`config.mk`:
```
export PLATFORM = sky130hd
export DESIGN_NAME = muldiv_unit
export DESIGN_NICKNAME = d
export VERILOG_FILES = /design/src/rtl/mini_src_pkg.sv /design/src/rtl/addsub33.sv /design/src/rtl/muldiv_unit.sv
export SDC_FILE = /design/constraint.sdc
export NUM_CORES = 1
export LEC_CHECK = 0
export ABC_AREA = 1
export BUFFER_PORTS_ARGS = -buffer_cell sky130_fd_sc_hd__clkbuf_2
export CORE_MARGIN = 2
export CORE_UTILIZATION = 30
export DETAILED_ROUTE_END_ITERATION = 8
export SLEW_MARGIN = 15
export SYNTH_ARGS = -nofsm -noshare
export SYNTH_HDL_FRONTEND = slang
export SYNTH_SLANG_ARGS = --single-unit
```
`constraint.sdc`:
```
create_clock -name clock -period 17.6 [get_ports clock]
set_clock_uncertainty 0.1 [all_clocks]
set_input_delay 2.64 -clock clock [delete_from_list [all_inputs] [get_ports clock]]
set_output_delay 2.64 -clock clock [all_outputs]
set_load 0.03 [all_outputs]
```
`src/rtl/mini_src_pkg.sv`:
```
// Shared ALU select codes, multiply/divide iteration count and helpers.
package mini_src_pkg;

   localparam logic [4:0] ALU_ADD = 5'b00011;
   localparam logic [4:0] ALU_SUB = 5'b00100;
   localparam logic [4:0] ALU_AND = 5'b00101;
   localparam logic [4:0] ALU_OR  = 5'b00110;
   localparam logic [4:0] ALU_SHR = 5'b00111;
   localparam logic [4:0] ALU_SHL = 5'b01000;
   localparam logic [4:0] ALU_MUL = 5'b01001;
   localparam logic [4:0] ALU_DIV = 5'b01010;
   localparam logic [4:0] ALU_NEG = 5'b01011;
   localparam logic [4:0] ALU_NOT = 5'b01100;

   localparam int unsigned MULDIV_ITER = 32;
   localparam int unsigned CNT_W       = $clog2(MULDIV_ITER);

   typedef enum logic [1:0] {
      IDLE = 2'd0,
      RUN  = 2'd1,
      FIX  = 2'd2,
      DONE = 2'd3
   } muldiv_state_e;

   // 0x80000000 maps to itself, which is the correct unsigned magnitude.
   function automatic logic [31:0] abs32(input logic [31:0] v);
      return v[31] ? (~v + 32'd1) : v;
   endfunction

endpackage

```
`src/rtl/addsub33.sv`:
```
// 33-bit ripple-carry adder/subtractor shared by the Booth and division paths.
module addsub33 (
   input  logic [32:0] a,
   input  logic [32:0] b,
   input  logic        sub,
   output logic [32:0] sum,
   output logic        cout
);

   logic [32:0] b_eff;
   logic [33:0] carry;

   always_comb begin
      b_eff    = b ^ {33{sub}};
      carry    = '0;
      sum      = '0;
      carry[0] = sub;
      for (int i = 0; i < 33; i++) begin
         sum[i]       = a[i] ^ b_eff[i] ^ carry[i];
         carry[i + 1] = (a[i] & b_eff[i]) | (carry[i] & (a[i] ^ b_eff[i]));
      end
      cout = carry[33];
   end

endmodule

```
`src/rtl/muldiv_unit.sv`:
```
// Iterative signed multiply (radix-2 Booth) and divide (non-restoring) unit.
// Fixed 34-cycle latency from acceptance to the done pulse.
module muldiv_unit
   import mini_src_pkg::*;
(
   input  logic        clock,
   input  logic        clear,
   input  logic        start,
   input  logic [4:0]  select,
   input  logic [31:0] A,
   input  logic [31:0] B,
   output logic        busy,
   output logic        done,
   output logic [63:0] Zwide,
   output logic        div_by_zero
);

   localparam logic [CNT_W-1:0] CNT_LAST = CNT_W'(MULDIV_ITER - 1);

   muldiv_state_e    state_q, state_d;
   logic [CNT_W-1:0] cnt_q, cnt_d;
   logic             is_div_q, is_div_d;
   logic [31:0]      a_q, a_d;
   logic [31:0]      b_q, b_d;
   logic [32:0]      acc_q, acc_d;
   logic [31:0]      quo_q, quo_d;
   logic             qm1_q, qm1_d;
   logic [63:0]      zwide_q, zwide_d;
   logic             dbz_q, dbz_d;
   logic             busy_q, busy_d;
   logic             done_q, done_d;

   logic        accept;
   logic [31:0] div_mag;
   logic [32:0] add_a, add_b, add_sum;
   logic        add_sub;
   logic        unused_cout;
   logic [31:0] rem_mag, rem_fix, quo_fix;

   addsub33 u_addsub33 (
      .a    (add_a),
      .b    (add_b),
      .sub  (add_sub),
      .sum  (add_sum),
      .cout (unused_cout)
   );

   // Adder operand steering: Booth step, non-restoring step, or final remainder fix.
   always_comb begin
      accept  = start && (state_q == IDLE || state_q == DONE) &&
                (select == ALU_MUL || select == ALU_DIV);
      div_mag = abs32(b_q);
      add_a   = acc_q;
      add_b   = '0;
      add_sub = 1'b0;
      if (state_q == RUN) begin
         if (is_div_q) begin
            add_a   = {acc_q[31:0], quo_q[31]};
            add_b   = {1'b0, div_mag};
            add_sub = ~acc_q[32];
         end else begin
            unique case ({quo_q[0], qm1_q})
               2'b01: add_b = {a_q[31], a_q};
               2'b10: begin
                  add_b   = {a_q[31], a_q};
                  add_sub = 1'b1;
               end
               default: add_b = '0;
            endcase
         end
      end else if (state_q == FIX && acc_q[32]) begin
         add_b = {1'b0, div_mag};
      end
   end

   always_comb begin
      rem_mag = add_sum[31:0];
      quo_fix = (a_q[31] ^ b_q[31]) ? (~quo_q + 32'd1) : quo_q;
      rem_fix = a_q[31] ? (~rem_mag + 32'd1) : rem_mag;
   end

   always_comb begin
      state_d  = state_q;
      cnt_d    = cnt_q;
      is_div_d = is_div_q;
      a_d      = a_q;
      b_d      = b_q;
      acc_d    = acc_q;
      quo_d    = quo_q;
      qm1_d    = qm1_q;
      zwide_d  = zwide_q;
      dbz_d    = dbz_q;

      case (state_q)
         IDLE, DONE: begin
            if (accept) begin
               state_d  = RUN;
               cnt_d    = '0;
               is_div_d = (select == ALU_DIV);
               a_d      = A;
               b_d      = B;
               acc_d    = '0;
               quo_d    = (select == ALU_DIV) ? abs32(A) : B;
               qm1_d    = 1'b0;
               dbz_d    = 1'b0;
            end else begin
               state_d = IDLE;
            end
         end
         RUN: begin
            cnt_d = cnt_q + 1'b1;
            if (is_div_q) begin
               acc_d = add_sum;
               quo_d = {quo_q[30:0], ~add_sum[32]};
            end else begin
               // Arithmetic shift right of {acc, quo, q-1} after the Booth add.
               acc_d = {add_sum[32], add_sum[32:1]};
               quo_d = {add_sum[0], quo_q[31:1]};
               qm1_d = quo_q[0];
            end
            if (cnt_q == CNT_LAST) begin
               state_d = FIX;
            end
         end
         FIX: begin
            state_d = DONE;
            if (!is_div_q) begin
               zwide_d = {acc_q[31:0], quo_q};
            end else if (b_q == 32'd0) begin
               zwide_d = {a_q, 32'hFFFF_FFFF};
               dbz_d   = 1'b1;
            end else begin
               zwide_d = {rem_fix, quo_fix};
            end
         end
         default: state_d = IDLE;
      endcase

      busy_d = (state_d == RUN) || (state_d == FIX);
      done_d = (state_d == DONE);
   end

   always_ff @(posedge clock) begin
      if (clear) begin
         state_q  <= IDLE;
         cnt_q    <= '0;
         is_div_q <= 1'b0;
         a_q      <= '0;
         b_q      <= '0;
         acc_q    <= '0;
         quo_q    <= '0;
         qm1_q    <= 1'b0;
         zwide_q  <= '0;
         dbz_q    <= 1'b0;
         busy_q   <= 1'b0;
         done_q   <= 1'b0;
      end else begin
         state_q  <= state_d;
         cnt_q    <= cnt_d;
         is_div_q <= is_div_d;
         a_q      <= a_d;
         b_q      <= b_d;
         acc_q    <= acc_d;
         quo_q    <= quo_d;
         qm1_q    <= qm1_d;
         zwide_q  <= zwide_d;
         dbz_q    <= dbz_d;
         busy_q   <= busy_d;
         done_q   <= done_d;
      end
   end

   assign busy        = busy_q;
   assign done        = done_q;
   assign Zwide       = zwide_q;
   assign div_by_zero = dbz_q;

endmodule
```
==> impl_metrics.tcl <==
set metrics [dict create \
    avgSynthCellArea_um2 6.71 \
    synthTopCellsByArea "dfxtp_1, o21ai_0, nand2_1, inv_1, a21oi_1" \
    grt_usage_pct 22.1 \
    crit_buf_inv 4 \
    drive_gt1_share_pct 11.4 \
    synthCells 2084 \
    required_ns 17.96 \
    drt-initial-drc-count 1528 \
    fin_tns_setup_ns 0 \
    slew_headroom_pct 24.4 \
    yosysSeqAreaShare_pct 29.3 \
    post_cts_buffers 0 \
    crit_slowest_cell "inv_2" \
    place_hpwl_um 40900 \
    leakagePower_nw 6.79 \
    port_buffers 138 \
    rsz0062_at_grt "no" \
    synth_flop_cell "dfxtp_1" \
    critPathLaunchType "flop" \
    peakVddDrop_mv 0.0633 \
    synth_nets 2197 \
    grt_antenna_before_repair 1 \
    gp_congestion 0.924 \
    max_stage_delay_ns 0.45 \
    ys_ff_latch 205 \
    die_height_um 220 \
    fin_area_um2 15900 \
    cap_violations 0 \
    die_w_um 220 \
    ios 139 \
    post-route-drc-count 0 \
    worst_slew_pin_slew_ns 1.13 \
    cts_buffers 27 \
    start_util_pct 30.2 \
    cp.arrival_ns 15.89 \
    max_freq_ghz 0.0644 \
    cts.clk_slew.worst_paths_ns 0.06 \
    antenna_cells 0 \
    hold_class "flop to flop" \
    wl_um 54400 \
    ys_warn_count 0 \
    core_area_um2 46300 \
    synth_cell_types 49 \
    netlist.area_leader.share_pct 29.3 \
    cts.hold.buffers_added 0 \
    cts_tree "done" \
    cts_root_buffer "clkbuf_16" \
    worstSetupPathType "flop to flop" \
    period_minus_slack_ns 15.53 \
    synth.most_common_cell "nand2_1" \
    post_cts_resized 0 \
    place_area_um2 15100 \
    avgViaCountPerCell 5.39 \
    grt_pass1_vias 13800 \
    worstPathMaxFanout 26 \
    clk_latency_ns 0.56 \
    clock_sinks 205 \
    antenna_left 0 \
    cp-end-kind "flop" \
    ys_top_cells_by_count "nand2_1, o21ai_0, inv_1" \
    yosysTopAreaCell "dfxtp_1" \
    htreeDepth 1 \
    overflow 0 \
    hold_viol 0 \
    fin_crit_sh_pct 88.2 \
    nNetsFinal 2247 \
    power_density_nw_per_um2 76.3 \
    ys_async_sr_fraction_pct 0 \
    drv_slew 0 \
    critPathTopFamily "adder cells" \
    crit_path_frequent_cell "fa_1" \
    avgRoutedWirePerCell_um 19.7 \
    status "completed" \
    grt_start_max_net_pins 114 \
    die_area_um2 48400 \
    dr.pass1.iters 5 \
    route.vias.total 14900 \
    synth_edf_count 0 \
    clockBufferDepth 3 \
    grt_pass1_wl_um 82600 \
    setup_viol 0 \
    syn-cell-area_um2 14000 \
    syn_to_final_growth_pct 13.8 \
    rows 79 \
]
## state kept, by name, indices dropped and copies added (netlist names)
name,cells
state_q,2
cnt_q,5
is_div_q,1
busy,1
qm1_q,1
a_q,32
div_by_zero,1
quo_q,32
acc_q,33
Zwide,64
done,1
b_q,32
## routing by layer
metal	vias to the layer above	global-route usage (%)	share of wire, %
met3	86	3.86	8.2
met1	6960	31.2	45
met5	-	0	0
li1	7182	-	-
met2	653	34.5	44
met4	0	6.00	2.6
## path summary, 6_finish.rpt
kind	startpoint	end	slack, ns	depth (start not counted)
worst min register to register	quo_q[1]$_SDFFE_PP0P_	quo_q[1]$_SDFFE_PP0P_	0.38	2
worst min-delay path	quo_q[1]$_SDFFE_PP0P_	quo_q[1]$_SDFFE_PP0P_	0.38	2
worst max-delay path	state_q[1]$_SDFF_PP0_	acc_q[31]$_SDFFE_PP0P_	2.07	44
worst max register to register	state_q[1]$_SDFF_PP0_	acc_q[31]$_SDFFE_PP0P_	2.07	44
## cells by family after synthesis
group           count (synthesis)  share of synthesized area, %
simple gates                  721                          22.4
compound gates                642                          26.8
buf+inv                       386                          10.6
flops                         205                          29.3
xor+xnor                       89                          5.57
fa+ha+maj                      41                          5.33
## layout by cell type (no fill, tap or decap), types with 15 or more instances in the layout
cell         n
o21ai_0    269
a221oi_1    47
nor2_1     168
o221ai_1    15
a21oi_1    173
dfxtp_1    205
a22oi_1     27
buf_4       17
nand3_1    116
o211ai_1    38
xor2_1      77
a211oi_1    19
nand4_1     28
inv_1      240
fa_1        31
nand2_1    340
nor3_1      23
clkbuf_16   27
clkbuf_2   138
a31oi_1     26
## where the power goes
group	switching (mW)	total [mW]	internal [mW]
clock	0.224	0.544	0.321
sequential	0.00806	0.480	0.472
combinational	0.137	0.190	0.0534
## stage by stage
stage               utilization [%]  hold WS, ns  setup WS [ns]  power (mW)  cells
finish                         34.4        0.383           2.07        1.21   2760
floorplan                         -        0.336           3.76       0.607   2084
global placement               32.5        0.357           2.46       0.675   2712
CTS                            34.4        0.373           2.26        1.22   2760
detailed placement             32.5        0.364           2.28       0.675   2712
global route                   34.4        0.403           1.52        1.26   2760
## worst register-to-register path: cells and delay by family (launching register included)
family / cells / cell delay (ns)
fa+ha+maj: 32 / 12.12
simple gates: 3 / 1.00
buf+inv: 4 / 0.83
xor+xnor: 3 / 0.58
compound gates: 2 / 0.44
flops: 1 / 0.37
## cell type report
class	count	area [um^2]
multi-input cells	1493	8420
flip-flops and latches	205	4100
clock inverters	9	80.1
fillers	5029	30300
repair buffers	155	818
well taps	607	759
clock buffers	39	781
inverters	252	950
Note: power is estimated with default switching activity, not from simulation.
